<file path="src/rtl/soc_pio_pkg.sv">
// Shared register map and PARAMS layout for the input PIO.
// Debounce presence is selected with the SOC_PIO_IN_DEBOUNCE_EN macro.
package soc_pio_pkg;

   typedef logic [2:0] pio_addr_t;

   localparam pio_addr_t ADDR_DATA     = 3'd0;
   localparam pio_addr_t ADDR_RISE_EN  = 3'd1;
   localparam pio_addr_t ADDR_IRQ_MASK = 3'd2;
   localparam pio_addr_t ADDR_EDGE_CAP = 3'd3;
   localparam pio_addr_t ADDR_FALL_EN  = 3'd4;
   localparam pio_addr_t ADDR_PARAMS   = 3'd5;

   localparam int PARAMS_WIDTH_LSB    = 0;
   localparam int PARAMS_WIDTH_MSB    = 5;
   localparam int PARAMS_DEBOUNCE_BIT = 8;

`ifdef SOC_PIO_IN_DEBOUNCE_EN
   localparam bit DEBOUNCE_PRESENT = 1'b1;
`else
   localparam bit DEBOUNCE_PRESENT = 1'b0;
`endif

endpackage

</file>
<file path="src/rtl/soc_pio_debounce_bit.sv">
// One input line: SYNC_STAGES-flop synchroniser, optional debounce counter
// (SOC_PIO_IN_DEBOUNCE_EN), then a registered filtered output.
module soc_pio_debounce_bit #(
   parameter int SYNC_STAGES     = 2,
   parameter int DEBOUNCE_CYCLES = 50000,
   parameter int DEBOUNCE_CNT_W  = 16
) (
   input  logic clk,
   input  logic reset_n,
   input  logic in_i,
   output logic filt_o
);

   logic [SYNC_STAGES-1:0] sync_q;
   logic                   sync;
   logic                   filt_q;

   always_ff @(posedge clk or negedge reset_n) begin
      if (!reset_n) sync_q <= '0;
      else          sync_q <= {sync_q[SYNC_STAGES-2:0], in_i};
   end

   assign sync = sync_q[SYNC_STAGES-1];

`ifdef SOC_PIO_IN_DEBOUNCE_EN
   localparam logic [DEBOUNCE_CNT_W-1:0] CNT_LAST = DEBOUNCE_CNT_W'(DEBOUNCE_CYCLES - 1);

   logic                      deb_q, deb_d;
   logic [DEBOUNCE_CNT_W-1:0] cnt_q, cnt_d;

   // Any sample agreeing with the debounced level restarts the stability count.
   always_comb begin
      deb_d = deb_q;
      cnt_d = '0;
      if (sync != deb_q) begin
         if (cnt_q == CNT_LAST) deb_d = sync;
         else                   cnt_d = cnt_q + DEBOUNCE_CNT_W'(1);
      end
   end

   always_ff @(posedge clk or negedge reset_n) begin
      if (!reset_n) begin
         deb_q  <= 1'b0;
         cnt_q  <= '0;
         filt_q <= 1'b0;
      end else begin
         deb_q  <= deb_d;
         cnt_q  <= cnt_d;
         filt_q <= deb_q;
      end
   end
`else
   localparam int unused_deb_cfg = DEBOUNCE_CYCLES + DEBOUNCE_CNT_W;

   always_ff @(posedge clk or negedge reset_n) begin
      if (!reset_n) filt_q <= 1'b0;
      else          filt_q <= sync;
   end
`endif

   assign filt_o = filt_q;

endmodule

</file>
<file path="src/rtl/soc_pio_in_edge.sv">
// Avalon-MM input PIO: synchronised/filtered inputs, per-bit rise/fall capture
// (W1C) and masked level irq. Debounce is compiled in with SOC_PIO_IN_DEBOUNCE_EN.
module soc_pio_in_edge
   import soc_pio_pkg::*;
#(
   parameter int DATA_WIDTH      = 14,
   parameter int SYNC_STAGES     = 2,
   parameter int DEBOUNCE_CYCLES = 50000,
   parameter int DEBOUNCE_CNT_W  = 16
) (
   input  logic                  clk,
   input  logic                  reset_n,
   input  pio_addr_t             address,
   input  logic                  chipselect,
   input  logic                  write_n,
   input  logic [31:0]           writedata,
   output logic [31:0]           readdata,
   input  logic [DATA_WIDTH-1:0] in_port,
   output logic                  irq
);

   logic [DATA_WIDTH-1:0] filt, filt_d_q;
   logic [DATA_WIDTH-1:0] rise_en_q, rise_en_d, fall_en_q, fall_en_d;
   logic [DATA_WIDTH-1:0] irq_mask_q, irq_mask_d, edge_cap_q, edge_cap_d;
   logic [DATA_WIDTH-1:0] rise_ev, fall_ev, cap_clr, wdata;
   logic [31:0]           readdata_q, readdata_d, params_word;
   logic                  wr_en;

   for (genvar i = 0; i < DATA_WIDTH; i++) begin : g_bit
      soc_pio_debounce_bit #(
         .SYNC_STAGES    (SYNC_STAGES),
         .DEBOUNCE_CYCLES(DEBOUNCE_CYCLES),
         .DEBOUNCE_CNT_W (DEBOUNCE_CNT_W)
      ) u_bit (
         .clk    (clk),
         .reset_n(reset_n),
         .in_i   (in_port[i]),
         .filt_o (filt[i])
      );
   end

   if (DATA_WIDTH < 32) begin : g_wdata_unused
      logic unused_wdata_hi;
      assign unused_wdata_hi = ^writedata[31:DATA_WIDTH];
   end

   assign wr_en   = chipselect & ~write_n;
   assign wdata   = writedata[DATA_WIDTH-1:0];
   assign rise_ev = filt & ~filt_d_q & rise_en_q;
   assign fall_ev = ~filt & filt_d_q & fall_en_q;

   // A fresh edge overrides a same-cycle W1C on the same bit.
   always_comb begin
      rise_en_d  = rise_en_q;
      fall_en_d  = fall_en_q;
      irq_mask_d = irq_mask_q;
      cap_clr    = '0;
      if (wr_en) begin
         case (address)
            ADDR_RISE_EN:  rise_en_d  = wdata;
            ADDR_IRQ_MASK: irq_mask_d = wdata;
            ADDR_EDGE_CAP: cap_clr    = wdata;
            ADDR_FALL_EN:  fall_en_d  = wdata;
            default: ;
         endcase
      end
      edge_cap_d = (edge_cap_q & ~cap_clr) | rise_ev | fall_ev;
   end

   always_comb begin
      params_word = '0;
      params_word[PARAMS_WIDTH_MSB:PARAMS_WIDTH_LSB] = 6'(DATA_WIDTH);
      params_word[PARAMS_DEBOUNCE_BIT]               = DEBOUNCE_PRESENT;
   end

   always_comb begin
      readdata_d = '0;
      case (address)
         ADDR_DATA:     readdata_d = 32'(filt);
         ADDR_RISE_EN:  readdata_d = 32'(rise_en_q);
         ADDR_IRQ_MASK: readdata_d = 32'(irq_mask_q);
         ADDR_EDGE_CAP: readdata_d = 32'(edge_cap_q);
         ADDR_FALL_EN:  readdata_d = 32'(fall_en_q);
         ADDR_PARAMS:   readdata_d = params_word;
         default:       readdata_d = '0;
      endcase
   end

   always_ff @(posedge clk or negedge reset_n) begin
      if (!reset_n) begin
         filt_d_q   <= '0;
         rise_en_q  <= '0;
         fall_en_q  <= '0;
         irq_mask_q <= '0;
         edge_cap_q <= '0;
         readdata_q <= '0;
      end else begin
         filt_d_q   <= filt;
         rise_en_q  <= rise_en_d;
         fall_en_q  <= fall_en_d;
         irq_mask_q <= irq_mask_d;
         edge_cap_q <= edge_cap_d;
         readdata_q <= readdata_d;
      end
   end

   assign readdata = readdata_q;
   assign irq      = |(edge_cap_q & irq_mask_q);

endmodule
</file>
<file path="config.mk">
export PLATFORM = sky130hd
export DESIGN_NAME = soc_pio_in_edge
export DESIGN_NICKNAME = d
export VERILOG_FILES = /design/src/rtl/soc_pio_pkg.sv /design/src/rtl/soc_pio_debounce_bit.sv /design/src/rtl/soc_pio_in_edge.sv
export SDC_FILE = /design/constraint.sdc
export NUM_CORES = 1
export LEC_CHECK = 0
export BUFFER_PORTS_ARGS = -buffer_cell sky130_fd_sc_hd__buf_2
export CAP_MARGIN = 0
export CORE_MARGIN = 3
export CORE_UTILIZATION = 60
export CTS_CLUSTER_DIAMETER = 80
export CTS_CLUSTER_SIZE = 30
export DETAILED_ROUTE_END_ITERATION = 12
export PLACE_DENSITY_LB_ADDON = 0.08
export SLEW_MARGIN = 5
export SYNTH_ARGS = -nofsm -noshare
export SYNTH_HDL_FRONTEND = slang
export SYNTH_SLANG_ARGS = --single-unit
</file>
<file path="constraint.sdc">
create_clock -name clk -period 2.45 [get_ports clk]
set_clock_uncertainty 0.2 [all_clocks]
set_input_delay 0 -clock clk [delete_from_list [all_inputs] [get_ports clk]]
set_output_delay 0 -clock clk [all_outputs]
set_load 0.005 [all_outputs]
</file>
Yosys cells after proc, flatten, opt, wreduce, memory -nomap -nowiden:

Index checks and enable logic that the tools add are counted.

* register bits: 144
* bits of input ports: 53
* output and inout bits: 33
* word-level logic and storage cells: 60

* eq/ne operators: 5
* mux-type cells: 3
* bitwise logic cells: 13
* reductions and logical operators: 5

Operators with widths (count)
* $and 14x14->14: 6
* $pmux 14 s6: 1
* $not 14->14: 3
* $mux 14: 2
* $or 14x14->14: 2
* $reduce_or 14->1: 1
* $eq 3x2->1 const B: 2
* $eq 3x3->1 const B: 2
* $reduce_and 2->1: 3
* $eq 3x1->1 const B: 1
* $logic_not 3->1: 1
* $and 1x1->1: 1
* $not 1->1: 1

Longest topological paths before layout:

* word-level depth: 7
* depth in mapped cells: 6
* mapped depth without buffers: 3

Cells and area by module:

Synthesis repeated with hierarchy kept, for this count alone.

* cells, all modules: 373
* area total of the unflattened synthesis: 5083.6 µm²

Modules (own cells, without submodules)
* soc_pio_in_edge: instances 1, cells an instance 331, area each 4032.6 µm², seq. area each 2102.0 µm²
* soc_pio_debounce_bit: instances 14, cells an instance 3, area each 75.1 µm², seq. area each 75.1 µm²

Worst setup path before layout:

OpenSTA, ideal clock, no wires.

* path kind: input-to-reg
* start point: input address[1]
* end point: register irq_mask_q[10]
* library setup time: 0.125 ns
* arrival: 1.170 ns
* required time: 2.125 ns
* path slack: 0.955 ns
* cell stages on the path: 5
* path buffers: 2
* path through: buf_4 > nand4bb_1 > nor2_1 > buf_4 > mux2_2

* word-level cells in the longest chain between the ends: 2

RTL lines
* start: declaration: RTL line soc_pio_in_edge.sv:13 `input pio_addr_t address,`
* $eq 3x2->1: RTL line soc_pio_in_edge.sv:59 `case (address)`
* $reduce_and 2->1 (no line)
* end signal: assignment: RTL line soc_pio_in_edge.sv:101 `irq_mask_q <= irq_mask_d;`
* end: declaration: RTL line soc_pio_in_edge.sv:24 `logic [DATA_WIDTH-1:0] irq_mask_q, irq_mask_d, edge_cap_q, edge_cap_d;`

No other way between the ends.
A chain may end at the register's enable or synchronous reset.

Worst setup path in the final report:

* start point: input address[0]
* end point: register fall_en_q[7]

* word-level cells in the longest chain between the ends: 2

RTL lines
* $eq 3x3->1: RTL line soc_pio_in_edge.sv:59
* $reduce_and 2->1 (no line)
* end signal: assignment: RTL line soc_pio_in_edge.sv:100 `fall_en_q <= fall_en_d;`
* end: declaration: RTL line soc_pio_in_edge.sv:23 `logic [DATA_WIDTH-1:0] rise_en_q, rise_en_d, fall_en_q, fall_en_d;`

No other way between the ends.

==> flow_metrics.tcl <==
set metrics [dict create \
    io_buffers 49 \
    synth.area.top_cells "dfrtp_1 64%, mux2_2 10%, buf_4 3.3%" \
    ys_seq_elements 126 \
    synth_top_family_by_area "multiplexers" \
    rsz0062_at_grt "false" \
    finalSetupViolCount 0 \
    synth_cells 349 \
    synth-compound-area-share_pct 9.232 \
    criticalPathCategory "in -> reg" \
    setup_tns_ps 0 \
    layout.nets 523 \
    drv_slew 0 \
    dp_hpwl_mm 6.260 \
    antenna_found_initial 0 \
    power_leakage_nw 2.910 \
    areaGrowthSynthToFinish_pct 30.21 \
    synth_seq_area_share_pct 63.91 \
    die_h_um 96.68 \
    r2r_end "fall_en_q[7]$_DFFE_PN0P_" \
    core_um2 7848 \
    grt_pass1_vias 3508 \
    ys_top_cells_by_count "126 x dfrtp_1, 46 x mux2_2, 28 x nand2_1, 22 x buf_4, 21 x o21ai_0" \
    path_cells "dlygate4sd3_1 > buf_2 > buf_4 > nor3b_4 > nand3b_4 > mux2_4 > dlygate4sd3_1" \
    cts_max_path_buffers 2 \
    holdCritPathClass "in -> reg" \
    crit_arrival_ps 2500 \
    cp-end-kind "flip-flop" \
    post-route-period-util_pct 94.76 \
    slew_headroom_pct 59.95 \
    cts_resized 0 \
    critPathTopFamily "buffers and inverters" \
    p_per_area_nw_per_um2 892.3 \
    yosysMostFrequentCell "dfrtp_1" \
    dieArea_um2 9346 \
    fin_cells 585 \
    worstHoldStart "writedata[4]" \
    synth_top_area_share_pct 63.91 \
    yosysWarnings 0 \
    vias_per_cell 5.569 \
    setup.worst_path.start_class "input port" \
    fin_area_um2 6424 \
    drive_gt1_share_pct 31.47 \
    synth_edf_count 0 \
    drtAntennaViolNets 0 \
    fin_crit_ps 2322 \
    min_path_cells 3 \
    synthFlopType "dfrtp_1" \
    place_congestion 0.7777 \
    fp-row-count 32 \
    synthAdderAreaFrac_pct 0 \
    syn_avg_cell_area_um2 14.14 \
    htree_levels 4 \
    r2r_slack_ps 870 \
    cts_root_buffer "clkbuf_8" \
    grt_pass1_wl_mm 18.23 \
    synthArstFlopShare_pct 100.0 \
    grt_max_degree 62 \
    cts_made_buffers 17 \
    max-cap-violations 0 \
    via_count 3258 \
    power.total_w 0.005732 \
    ir_drop_mv 0.6172 \
    die_w_um 96.68 \
    drt-total-wl_mm 10.96 \
    yosysUniqueCellTypes 29 \
    start_util_pct 62.87 \
    max_freq_mhz 430.7 \
    cts_tree "done" \
    drc_errors 0 \
    slowest_stage "dlygate4sd3_1" \
    clkLatencyLatePin_ps 500 \
    crit_top_cell "dlygate4sd3_1" \
    clock_sinks 126 \
    synth_area_um2 4933 \
    muxShareOfSynthArea_pct 15.17 \
    synth_simple_gate_area_share_pct 7.406 \
    critPathMaxStageDelay_ps 580 \
    wl_per_cell_um 18.74 \
    status "finished, final reports clean" \
    drt_iter0_drc 114 \
    r2r-start "fall_en_q[7]$_DFFE_PN0P_" \
    r2r_cells 2 \
    synth_xor_area_share_pct 0 \
    path_clk_slew_ps 60 \
    worstMarginPinSlew_ps 599.6 \
    dpl.cell_count 498 \
    cp_max_fo 24 \
    yosysTopAreaCell "dfrtp_1" \
    grtUsageTotal_pct 24.95 \
    crit_cells 7 \
    hold_viol 0 \
    dr.pass1.iters 4 \
    required_ps 2630 \
    diodes 0 \
    holdPathEnd "irq_mask_q[4]$_DFFE_PN0P_" \
    place_area_um2 5273 \
    utilization_pct 81.86 \
    cp_num_buf_inv 4 \
    pin_count 86 \
    grt_overflow 0 \
]
metal layers:
metal | up-vias | GRT usage, % | routed length [µm]
met3 | 23 | 6.056 | 592
met5 | - | 0 | 0
li1 | 1477 | - | -
met4 | 0 | 9.071 | 228
met1 | 1649 | 32.64 | 4557
met2 | 109 | 40.87 | 5581
worst register-to-register path, cell delays in order (launching register included):
cell and delay (ps):
dfrtp_1 400, mux2_4 270, dlygate4sd3_1 580
report_power, final:
group          total [W]  internal (W)  switching, W
combinational   0.000695      0.000407      0.000287
clock            0.00248       0.00148      0.000995
sequential       0.00256       0.00235      0.000203
cells by family (layout without fill, tap and decap cells):
group | after synthesis | in the layout
AOI/OAI and AO/OA | 65 | 65
DFF | 126 | 126
muxes | 64 | 64
and+or+nand+nor | 63 | 63
buffers and inverters | 30 | 147
other | 1 | 18
how the worst max path moves through the flow:
stage	startpoint	to
2_1_floorplan	address[1]	irq_mask_q[10]$_DFFE_PN0P_
3_3_place_gp	address[2]	rise_en_q[10]$_DFFE_PN0P_
3_5_place_dp	address[2]	rise_en_q[4]$_DFFE_PN0P_
4_1_cts	address[2]	rise_en_q[0]$_DFFE_PN0P_
5_1_grt	address[0]	fall_en_q[7]$_DFFE_PN0P_
6_report	address[0]	fall_en_q[7]$_DFFE_PN0P_
area by class of cell:
class,count,area (µm²)
Sequential cell,126,3153
Multi-Input combinational cell,210,1637
Fill cell,448,1424
Timing Repair Buffer,115,915.9
Clock buffer,17,414.1
Clock inverter,15,176.4
Tap cell,102,127.6
what timing repair did:
| item | 4_1_cts | 5_1_grt |
|---|---|---|
| hold buffers | 55 | 0 |
| hold endpoints to repair | 210 | 0 |
| setup buffers | 0 | 0 |
stage by stage:
| step | worst slack [ps] | hold WS [ps] |
|---|---|---|
| final | 128.4 | 115.9 |
| after global routing | 93.64 | 116.1 |
| after CTS | 182.6 | 94.80 |
| after detailed placement | 567.7 | -213.7 |
| after global placement | 577.7 | -216.3 |
| after floorplan | 955.1 | -495.6 |
flip-flops by register name, summed over array words and instances (netlist names):
signal              count
irq_mask_q             14
g_bit.u_bit.filt_o     14
rise_en_q              14
edge_cap_q             14
g_bit.u_bit.sync_q     28
filt_d_q               14
fall_en_q              14
readdata               14
layout by cell type, fill, tap and decap left out, types with 2 or more instances in the layout:
cell	instances
o211ai_1	14
o21ai_0	21
clkbuf_16	16
clkinvlp_4	2
inv_8	2
buf_12	3
mux2_2	46
o21a_1	3
dlygate4sd3_1	54
mux2_4	10
nand2b_1	2
buf_4	10
nor2b_1	3
nor2_1	10
nand2_1	28
bufinv_16	2
a21oi_1	3
inv_6	6
buf_2	48
a22oi_1	9
conb_1	18
dfrtp_1	126
nand3b_1	14
clkinv_4	3
mux2i_1	8
a32oi_1	6
a221o_1	7
Note: power is estimated with default switching activity, not from simulation.
